==> src/rtl/multicycle_maindec.sv <==
// rtl/multicycle_maindec.sv - main control FSM for the multicycle MIPS datapath
//
// Sequences each instruction through fetch/decode/execute/memory/writeback
// and drives the datapath strobes and mux selects as a Moore decode of state.
//
// Parameters:
//   SUPPORT_BNE  - opcode 000101 is legal (else reported as illegal)
//   SUPPORT_ADDI - opcode 001000 is legal (else reported as illegal)
//   MEM_WAIT     - memory states wait for mem_ready (else mem_ready ignored)
// Ports:
//   clk, reset_n          - clock, synchronous active-low reset
//   op [5:0]              - opcode from the instruction register
//   mem_ready             - memory completed the current access this cycle
//   mem_req               - memory access request
//   pcwrite, irwrite, regwrite, memwrite - write strobes
//   iord, alusrca, memtoreg, regdst      - mux selects
//   branch, branchne      - BEQ / BNE branch enables
//   alusrcb, pcsrc, aluop - 2-bit selects / ALU operation class
//   illegal_op            - unsupported opcode seen in DECODE
//   state [3:0]           - current state, for debug
module multicycle_maindec #(
    parameter bit SUPPORT_BNE  = 1'b1,
    parameter bit SUPPORT_ADDI = 1'b1,
    parameter bit MEM_WAIT     = 1'b1
) (
    input  logic       clk,
    input  logic       reset_n,
    input  logic [5:0] op,
    input  logic       mem_ready,
    output logic       mem_req,
    output logic       pcwrite,
    output logic       irwrite,
    output logic       regwrite,
    output logic       memwrite,
    output logic       iord,
    output logic       alusrca,
    output logic       memtoreg,
    output logic       regdst,
    output logic       branch,
    output logic       branchne,
    output logic [1:0] alusrcb,
    output logic [1:0] pcsrc,
    output logic [1:0] aluop,
    output logic       illegal_op,
    output logic [3:0] state
);

    typedef enum logic [3:0] {
        S_FETCH   = 4'd0,
        S_DECODE  = 4'd1,
        S_MEMADR  = 4'd2,
        S_MEMRD   = 4'd3,
        S_MEMWB   = 4'd4,
        S_MEMWR   = 4'd5,
        S_EXECUTE = 4'd6,
        S_ALUWB   = 4'd7,
        S_BRANCH  = 4'd8,
        S_ADDIEX  = 4'd9,
        S_ADDIWB  = 4'd10,
        S_JUMP    = 4'd11
    } state_t;

    localparam logic [5:0] OP_R    = 6'b000000;
    localparam logic [5:0] OP_J    = 6'b000010;
    localparam logic [5:0] OP_BEQ  = 6'b000100;
    localparam logic [5:0] OP_BNE  = 6'b000101;
    localparam logic [5:0] OP_ADDI = 6'b001000;
    localparam logic [5:0] OP_LW   = 6'b100011;
    localparam logic [5:0] OP_SW   = 6'b101011;

    state_t cur, nxt, dec_next;
    logic   op_legal;
    logic   rdy;
    // Remembers whether the branch being executed is BNE, so BRANCH does not
    // depend on op after DECODE.
    logic   is_bne;

    assign rdy   = mem_ready || !MEM_WAIT;
    assign state = cur;

    // State register
    always_ff @(posedge clk) begin
        if (!reset_n) begin
            cur    <= S_FETCH;
            is_bne <= 1'b0;
        end else begin
            cur <= nxt;
            if (cur == S_DECODE) begin
                is_bne <= (op == OP_BNE);
            end
        end
    end

    // Opcode decode for the DECODE state
    always_comb begin
        dec_next = S_FETCH;
        op_legal = 1'b1;
        case (op)
            OP_LW, OP_SW: dec_next = S_MEMADR;
            OP_R:         dec_next = S_EXECUTE;
            OP_BEQ:       dec_next = S_BRANCH;
            OP_J:         dec_next = S_JUMP;
            OP_BNE: begin
                if (SUPPORT_BNE) dec_next = S_BRANCH;
                else             op_legal = 1'b0;
            end
            OP_ADDI: begin
                if (SUPPORT_ADDI) dec_next = S_ADDIEX;
                else              op_legal = 1'b0;
            end
            default:      op_legal = 1'b0;
        endcase
    end

    // Next-state logic
    always_comb begin
        nxt = S_FETCH;
        case (cur)
            S_FETCH:   nxt = rdy ? S_DECODE : S_FETCH;
            S_DECODE:  nxt = dec_next;
            S_MEMADR:  nxt = (op == OP_SW) ? S_MEMWR : S_MEMRD;
            S_MEMRD:   nxt = rdy ? S_MEMWB : S_MEMRD;
            S_MEMWR:   nxt = rdy ? S_FETCH : S_MEMWR;
            S_EXECUTE: nxt = S_ALUWB;
            S_ADDIEX:  nxt = S_ADDIWB;
            default:   nxt = S_FETCH;
        endcase
    end

    // Output decode
    always_comb begin
        mem_req    = 1'b0;
        pcwrite    = 1'b0;
        irwrite    = 1'b0;
        regwrite   = 1'b0;
        memwrite   = 1'b0;
        iord       = 1'b0;
        alusrca    = 1'b0;
        memtoreg   = 1'b0;
        regdst     = 1'b0;
        branch     = 1'b0;
        branchne   = 1'b0;
        alusrcb    = 2'b00;
        pcsrc      = 2'b00;
        aluop      = 2'b00;
        illegal_op = 1'b0;
        case (cur)
            S_FETCH: begin
                mem_req = 1'b1;
                alusrcb = 2'b01;
                irwrite = rdy;
                pcwrite = rdy;
            end
            S_DECODE: begin
                alusrcb    = 2'b11;
                illegal_op = !op_legal;
            end
            S_MEMADR: begin
                alusrca = 1'b1;
                alusrcb = 2'b10;
            end
            S_MEMRD: begin
                mem_req = 1'b1;
                iord    = 1'b1;
            end
            S_MEMWB: begin
                memtoreg = 1'b1;
                regwrite = 1'b1;
            end
            S_MEMWR: begin
                mem_req  = 1'b1;
                iord     = 1'b1;
                memwrite = 1'b1;
            end
            S_EXECUTE: begin
                alusrca = 1'b1;
                aluop   = 2'b10;
            end
            S_ALUWB: begin
                regdst   = 1'b1;
                regwrite = 1'b1;
            end
            S_BRANCH: begin
                alusrca  = 1'b1;
                aluop    = 2'b01;
                pcsrc    = 2'b01;
                branch   = !is_bne;
                branchne = is_bne;
            end
            S_ADDIEX: begin
                alusrca = 1'b1;
                alusrcb = 2'b10;
            end
            S_ADDIWB: begin
                regwrite = 1'b1;
            end
            S_JUMP: begin
                pcsrc   = 2'b10;
                pcwrite = 1'b1;
            end
            default: ;
        endcase
        // Strobes are suppressed combinationally for the whole reset window.
        if (!reset_n) begin
            mem_req    = 1'b0;
            pcwrite    = 1'b0;
            irwrite    = 1'b0;
            regwrite   = 1'b0;
            memwrite   = 1'b0;
            illegal_op = 1'b0;
        end
    end

endmodule

==> config.mk <==
export PLATFORM = sky130hd
export DESIGN_NAME = multicycle_maindec
export DESIGN_NICKNAME = d
export VERILOG_FILES = /design/src/rtl/multicycle_maindec.sv
export SDC_FILE = /design/constraint.sdc
export NUM_CORES = 1
export LEC_CHECK = 0
export ABC_AREA = 1
export CAP_MARGIN = 30
export CELL_PAD_IN_SITES_DETAIL_PLACEMENT = 0
export CELL_PAD_IN_SITES_GLOBAL_PLACEMENT = 1
export CORE_MARGIN = 2
export CORE_UTILIZATION = 23
export DETAILED_ROUTE_END_ITERATION = 6
export HOLD_SLACK_MARGIN = 0.15
export PLACE_DENSITY = 0.82
export SYNTH_ARGS = -nofsm -noshare
export SYNTH_HDL_FRONTEND = slang
export SYNTH_SLANG_ARGS = --single-unit
==> constraint.sdc <==
create_clock -name clk -period 1.3 [get_ports clk]
set_input_delay 0.26 -clock clk [delete_from_list [all_inputs] [get_ports clk]]
set_output_delay 0.26 -clock clk [all_outputs]
set_load 0.005 [all_outputs]
## After elaboration in Yosys (flattened, before gate mapping)

Index checks and enable logic that the tools add are counted.

| cells by class | value |
|---|---|
| equal/unequal tests | 17 |
| muxes and demuxes | 28 |
| reduce and logical (&&, ||, !) cells | 12 |

Operator list:

| operator | count |
|---|---|
| case mux 4 bit (7 select lines) | 1 |
| case mux 4 bit (5 select lines) | 1 |
| two-way mux 1 bit | 19 |
| == test 4 x 3 -> 1 bit (second input constant) | 4 |
| == test 4 bit (second input constant) | 4 |
| == test 6 x 3 -> 1 bit (second input constant) | 2 |
| == test 6 bit (second input constant) | 2 |
| two-way mux 3 bit | 3 |
| == test 4 x 2 -> 1 bit (second input constant) | 2 |
| case mux 2 bit (2 select lines) | 2 |
| OR reduction 2 bit | 4 |
| OR reduction 7 bit | 1 |
| == test 6 x 2 -> 1 bit (second input constant) | 1 |
| == test 6 x 4 -> 1 bit (second input constant) | 1 |
| zero test 6 bit | 1 |
| case mux 2 bit (3 select lines) | 1 |
| OR reduction 3 bit | 2 |
| == test 4 x 1 -> 1 bit (second input constant) | 1 |
| zero test 4 bit | 1 |
| OR reduction 4 bit | 1 |
| zero test 1 bit | 2 |
| case mux 1 bit (2 select lines) | 1 |

| word-level totals | value |
|---|---|
| flip-flop bits (word level) | 5 |
| output and inout port bits | 22 |
| word-level logic and storage cells | 59 |

## Longest topological paths before layout

| logic depth | value |
|---|---|
| depth in word-level cells | 6 |
| mapped depth | 8 |
| depth with buffers taken out | 8 |

## Worst setup path before layout

OpenSTA, ideal clock, no wires.

| timing path | value |
|---|---|
| path kind | register to output |
| start point | register cur[1], in the netlist state[1] |
| end point | output regwrite |
| data arrival time | 0.933 ns |
| data required time | 1.040 ns |
| slack | 0.107 ns |
| stages on the path, launching flop included | 5 |
| buffers on the path | 0 |
| cell sequence | dfxtp_1 -> nand2_1 -> nor3_1 -> o21ai_0 -> inv_1 |

| on the way | value |
|---|---|
| longest elaborated chain between the ends | 4 |

RTL lines:

| element | RTL line | text |
|---|---|---|
| start, declared | 71 | `state_t cur, nxt, dec_next;` |
| start signal, assigned | 87 | `cur <= nxt;` |
| == test 4 x 3 -> 1 bit or == test 4 bit (tied branches) | 147 | `case (cur)` |
| OR reduction 3 bit (no source line) (*) | - |  |
| two-way mux 1 bit (*) | 147 |  |
| two-way mux 1 bit (*) | 204 | `if (!reset_n) begin` |
| end, declared | 33 | `output logic regwrite,` |

Mark *: on every way between the ends. The rest lies on a longest branch, timed or not.

## Final worst setup path

| timing path | value |
|---|---|
| start point | register cur[1], in the netlist state[1] |
| end point | output illegal_op |

| on the way | value |
|---|---|
| longest elaborated chain between the ends | 3 |

RTL lines:

| element | RTL line | text |
|---|---|---|
| == test 4 x 1 -> 1 bit | 147 |  |
| two-way mux 1 bit | 147 |  |
| two-way mux 1 bit | 204 |  |
| end, declared | 44 | `output logic illegal_op,` |

Every way passes these cells.

==> results.json <==
{
  "power_density_mw_per_mm2": 388,
  "combPwrFrac_pct": 37.5,
  "cp-start-kind": "register",
  "seq_area_frac_synth_pct": 17.2,
  "min_to": "state[1]$_SDFF_PN0_",
  "cts_root_buf": "clkbuf_4",
  "antenna_found_initial": 0,
  "dpl.hpwl_mm": 1.96,
  "ff2ff_path_depth": 8,
  "synth_compound_area_share_pct": 9.91,
  "rsz0062_at_grt": "true",
  "whs_ps": 529,
  "grt_overflow": 0,
  "syn_to_final_growth_pct": 149,
  "skew_ps": 1.06,
  "min_path_cells": 3,
  "post-place-cells": 213,
  "yosysMostFrequentCell": "nand2_1",
  "wl_mm": 2.62,
  "grt_pass1_wl_mm": 4.53,
  "async_flop_share_pct": 0,
  "fin_ws_ps": -275,
  "grt_max_degree": 8,
  "slew_viol_final": 0,
  "p_sw_share_pct": 32.6,
  "portBuffers": 30,
  "cp_max_fo": 6,
  "clock_sinks": 5,
  "cp.arrival_ps": 1310,
  "irDropWorstVdd_mv": 0.236,
  "die_area_sq_mm": 0.00294,
  "cts.clk_slew.worst_paths_ps": 50,
  "final_cells": 229,
  "r2r-start": "state[0]$_SDFF_PN0_",
  "syn-instance-count": 118,
  "p_leak_nw": 0.815,
  "synthDistinctLibCells": 15,
  "reg2reg_slack_ps": -30,
  "antennaDiodeCount": 0,
  "hp-class": "primary input to register",
  "cts_buffers": 3,
  "place_congestion": 0.781,
  "vias_per_cell": 4.56,
  "pwr-share-seq_pct": 29.2,
  "vias": 1044,
  "die_x_um": 54.2,
  "synth_top_area_share_pct": 20.0,
  "cts_tree": "built",
  "grt_pass1_vias": 1101,
  "grtUsageTotal_pct": 21.0,
  "ios": 31,
  "cts.path.max_buffers": 2,
  "p_clk_share_pct": 33.3,
  "pre_cts_ws_ps": -706,
  "r2r_end": "state[0]$_SDFF_PN0_",
  "globalRouteMet3Util_pct": 0.820,
  "max-cap-violations": 0,
  "status": "finished with violations",
  "end_kind": "primary output",
  "synthMuxAreaShare_pct": 0,
  "ctsHoldBuffers": 0,
  "synthFlopType": "dfxtp_1",
  "synth-simple-area-share_pct": 58.6,
  "violations": "negative setup slack",
  "synth_xor_area_share_pct": 0,
  "finalHoldViolCount": 0,
  "drc": 0,
  "rows": 18,
  "drt_iter0_markers": 18,
  "insertion_delay_ps": 250,
  "syn_area_sq_um": 581,
  "max_freq_mhz": 635,
  "p_int_mw": 0.378,
  "synthAdderAreaFrac_pct": 0,
  "synth_top_area_cell": "nand2_1",
  "place_area_sq_mm": 0.00118,
  "fin_crit_ps": 1570,
  "synth_top_family_by_area": "simple AND/OR/NAND/NOR gates",
  "dieHeight_um": 54.2,
  "htree_levels": 1,
  "grt_util_met2_pct": 41.2,
  "syn_avg_cell_area_sq_um": 4.92,
  "setup_tns_ps": -3190,
  "power.total_mw": 0.560,
  "synthTopCellsByArea": "nand2_1, nor2_1, dfxtp_1",
  "yosys-top-cells-count": "nand2_1, nor2_1, inv_1",
  "gr-usage-met1_pct": 21.4,
  "ys_warn_count": 0,
  "ant_nets": 0,
  "wire_per_inst_um": 11.5,
  "fin_nets": 209,
  "critPathKind": "register to primary output",
  "setup_viol": 20,
  "slew-limit-headroom_pct": 78.5,
  "grt.busiest_layer": "met2",
  "worstHoldStart": "reset_n",
  "fin_area_sq_mm": 0.00144,
  "tightest_slew_ps": 322,
  "initial_core_util_pct": 23.9,
  "ys_seq_elements": 5,
  "period_share_pct": 121,
  "required_ps": 1040,
  "synth_nets": 127,
  "drive_above_1_share_pct": 59.3,
  "synth_edf_count": 0,
  "p_sw_mw": 0.183,
  "drtPass1Iterations": 5,
  "core_area_sq_mm": 0.00243,
  "finalCoreUtilization_pct": 59.4
}
[sequential cells by signal, summed over array words and instances, names as in the netlist]
name and flops:
state 4, is_bne 1
[routing by layer]
metal | part of all wire [%] | vias to the layer above
li1 | - | 530
met1 | 38 | 469
met2 | 55 | 37
met3 | 5.1 | 8
met4 | 2.0 | 0
met5 | 0 | -
[power by group through the flow]
stage / Sequential (mW) / Combinational, mW / Clock [mW]
2_1_floorplan: 0.167 / 0.0615 / 0
3_3_place_gp: 0.167 / 0.186 / 0
3_5_place_dp: 0.167 / 0.189 / 0
4_1_cts: 0.162 / 0.200 / 0.193
5_1_grt: 0.165 / 0.231 / 0.203
6_report: 0.164 / 0.210 / 0.187
[what timing repair did]
action / 4_1_cts / 5_1_grt
setup endpoints to repair: 24 / 24
cloned: 0 / 0
setup buffers: 12 / 2
pin swaps: 17 / 14
gates resized for setup: 147 / 18
[layout by cell type, fill, tap and decap left out]
cell type        netlist  routed
clkbuf_1               0       1
dlygate4sd2_1          0      10
nand3_1               10       9
dfxtp_1                5       1
nand3_2                0       1
nor2_2                 3       9
nand4_1                2       2
buf_4                  0      36
o21ai_0                7       3
o21ai_1                0       3
nand3b_1               1       1
clkdlybuf4s15_1        0       1
clkdlybuf4s15_2        0       2
inv_4                  0       2
a21boi_0               1       1
o21ai_2                0       1
nor2_1                30      16
nand2_1               31      19
nor2_4                 1       9
inv_2                  4       9
a21oi_1                3       3
inv_6                  0       1
dfxtp_4                0       4
inv_1                 18      10
nand2_4                0       4
buf_6                  0      15
nand2_2                1       9
buf_2                  0      12
clkbuf_4               0       3
nor3_4                 0       1
clkdlybuf4s50_1        0       1
[logic make-up after synthesis]
family                 Yosys count
AO/OA/AOI/OAI                   11
buffers and inverters           22
flip-flops                       5
AND/OR/NAND/NOR                 80
[cell type report]
| type | count | area (sq um) |
|---|---|---|
| clock buffer | 4 | 26.3 |
| fill | 225 | 988 |
| inverter | 22 | 92.6 |
| multi-input combinational | 91 | 543 |
| sequential | 5 | 115 |
| tap | 30 | 37.5 |
| timing repair buffer | 77 | 629 |
[critical path, cell delays in order (launching register included)]
cell and delay (ps):
dfxtp_4 380, inv_2 80, nand2_2 70, nor2_4 110, nand4_1 100, nor2_1 120, clkdlybuf4s15_2 210
[worst max-delay path by stage]
stage | to | slack [ps] | start
after floorplan | regwrite | 110 | state[1]$_SDFF_PN0_
after global placement | pcwrite | -690 | reset_n
after detailed placement | illegal_op | -710 | op[5]
after CTS | pcwrite | -270 | state[3]$_SDFF_PN0_
after global routing | illegal_op | -330 | state[1]$_SDFF_PN0_
final | illegal_op | -270 | state[1]$_SDFF_PN0_
No activity file was read; power rests on OpenSTA's default activity.
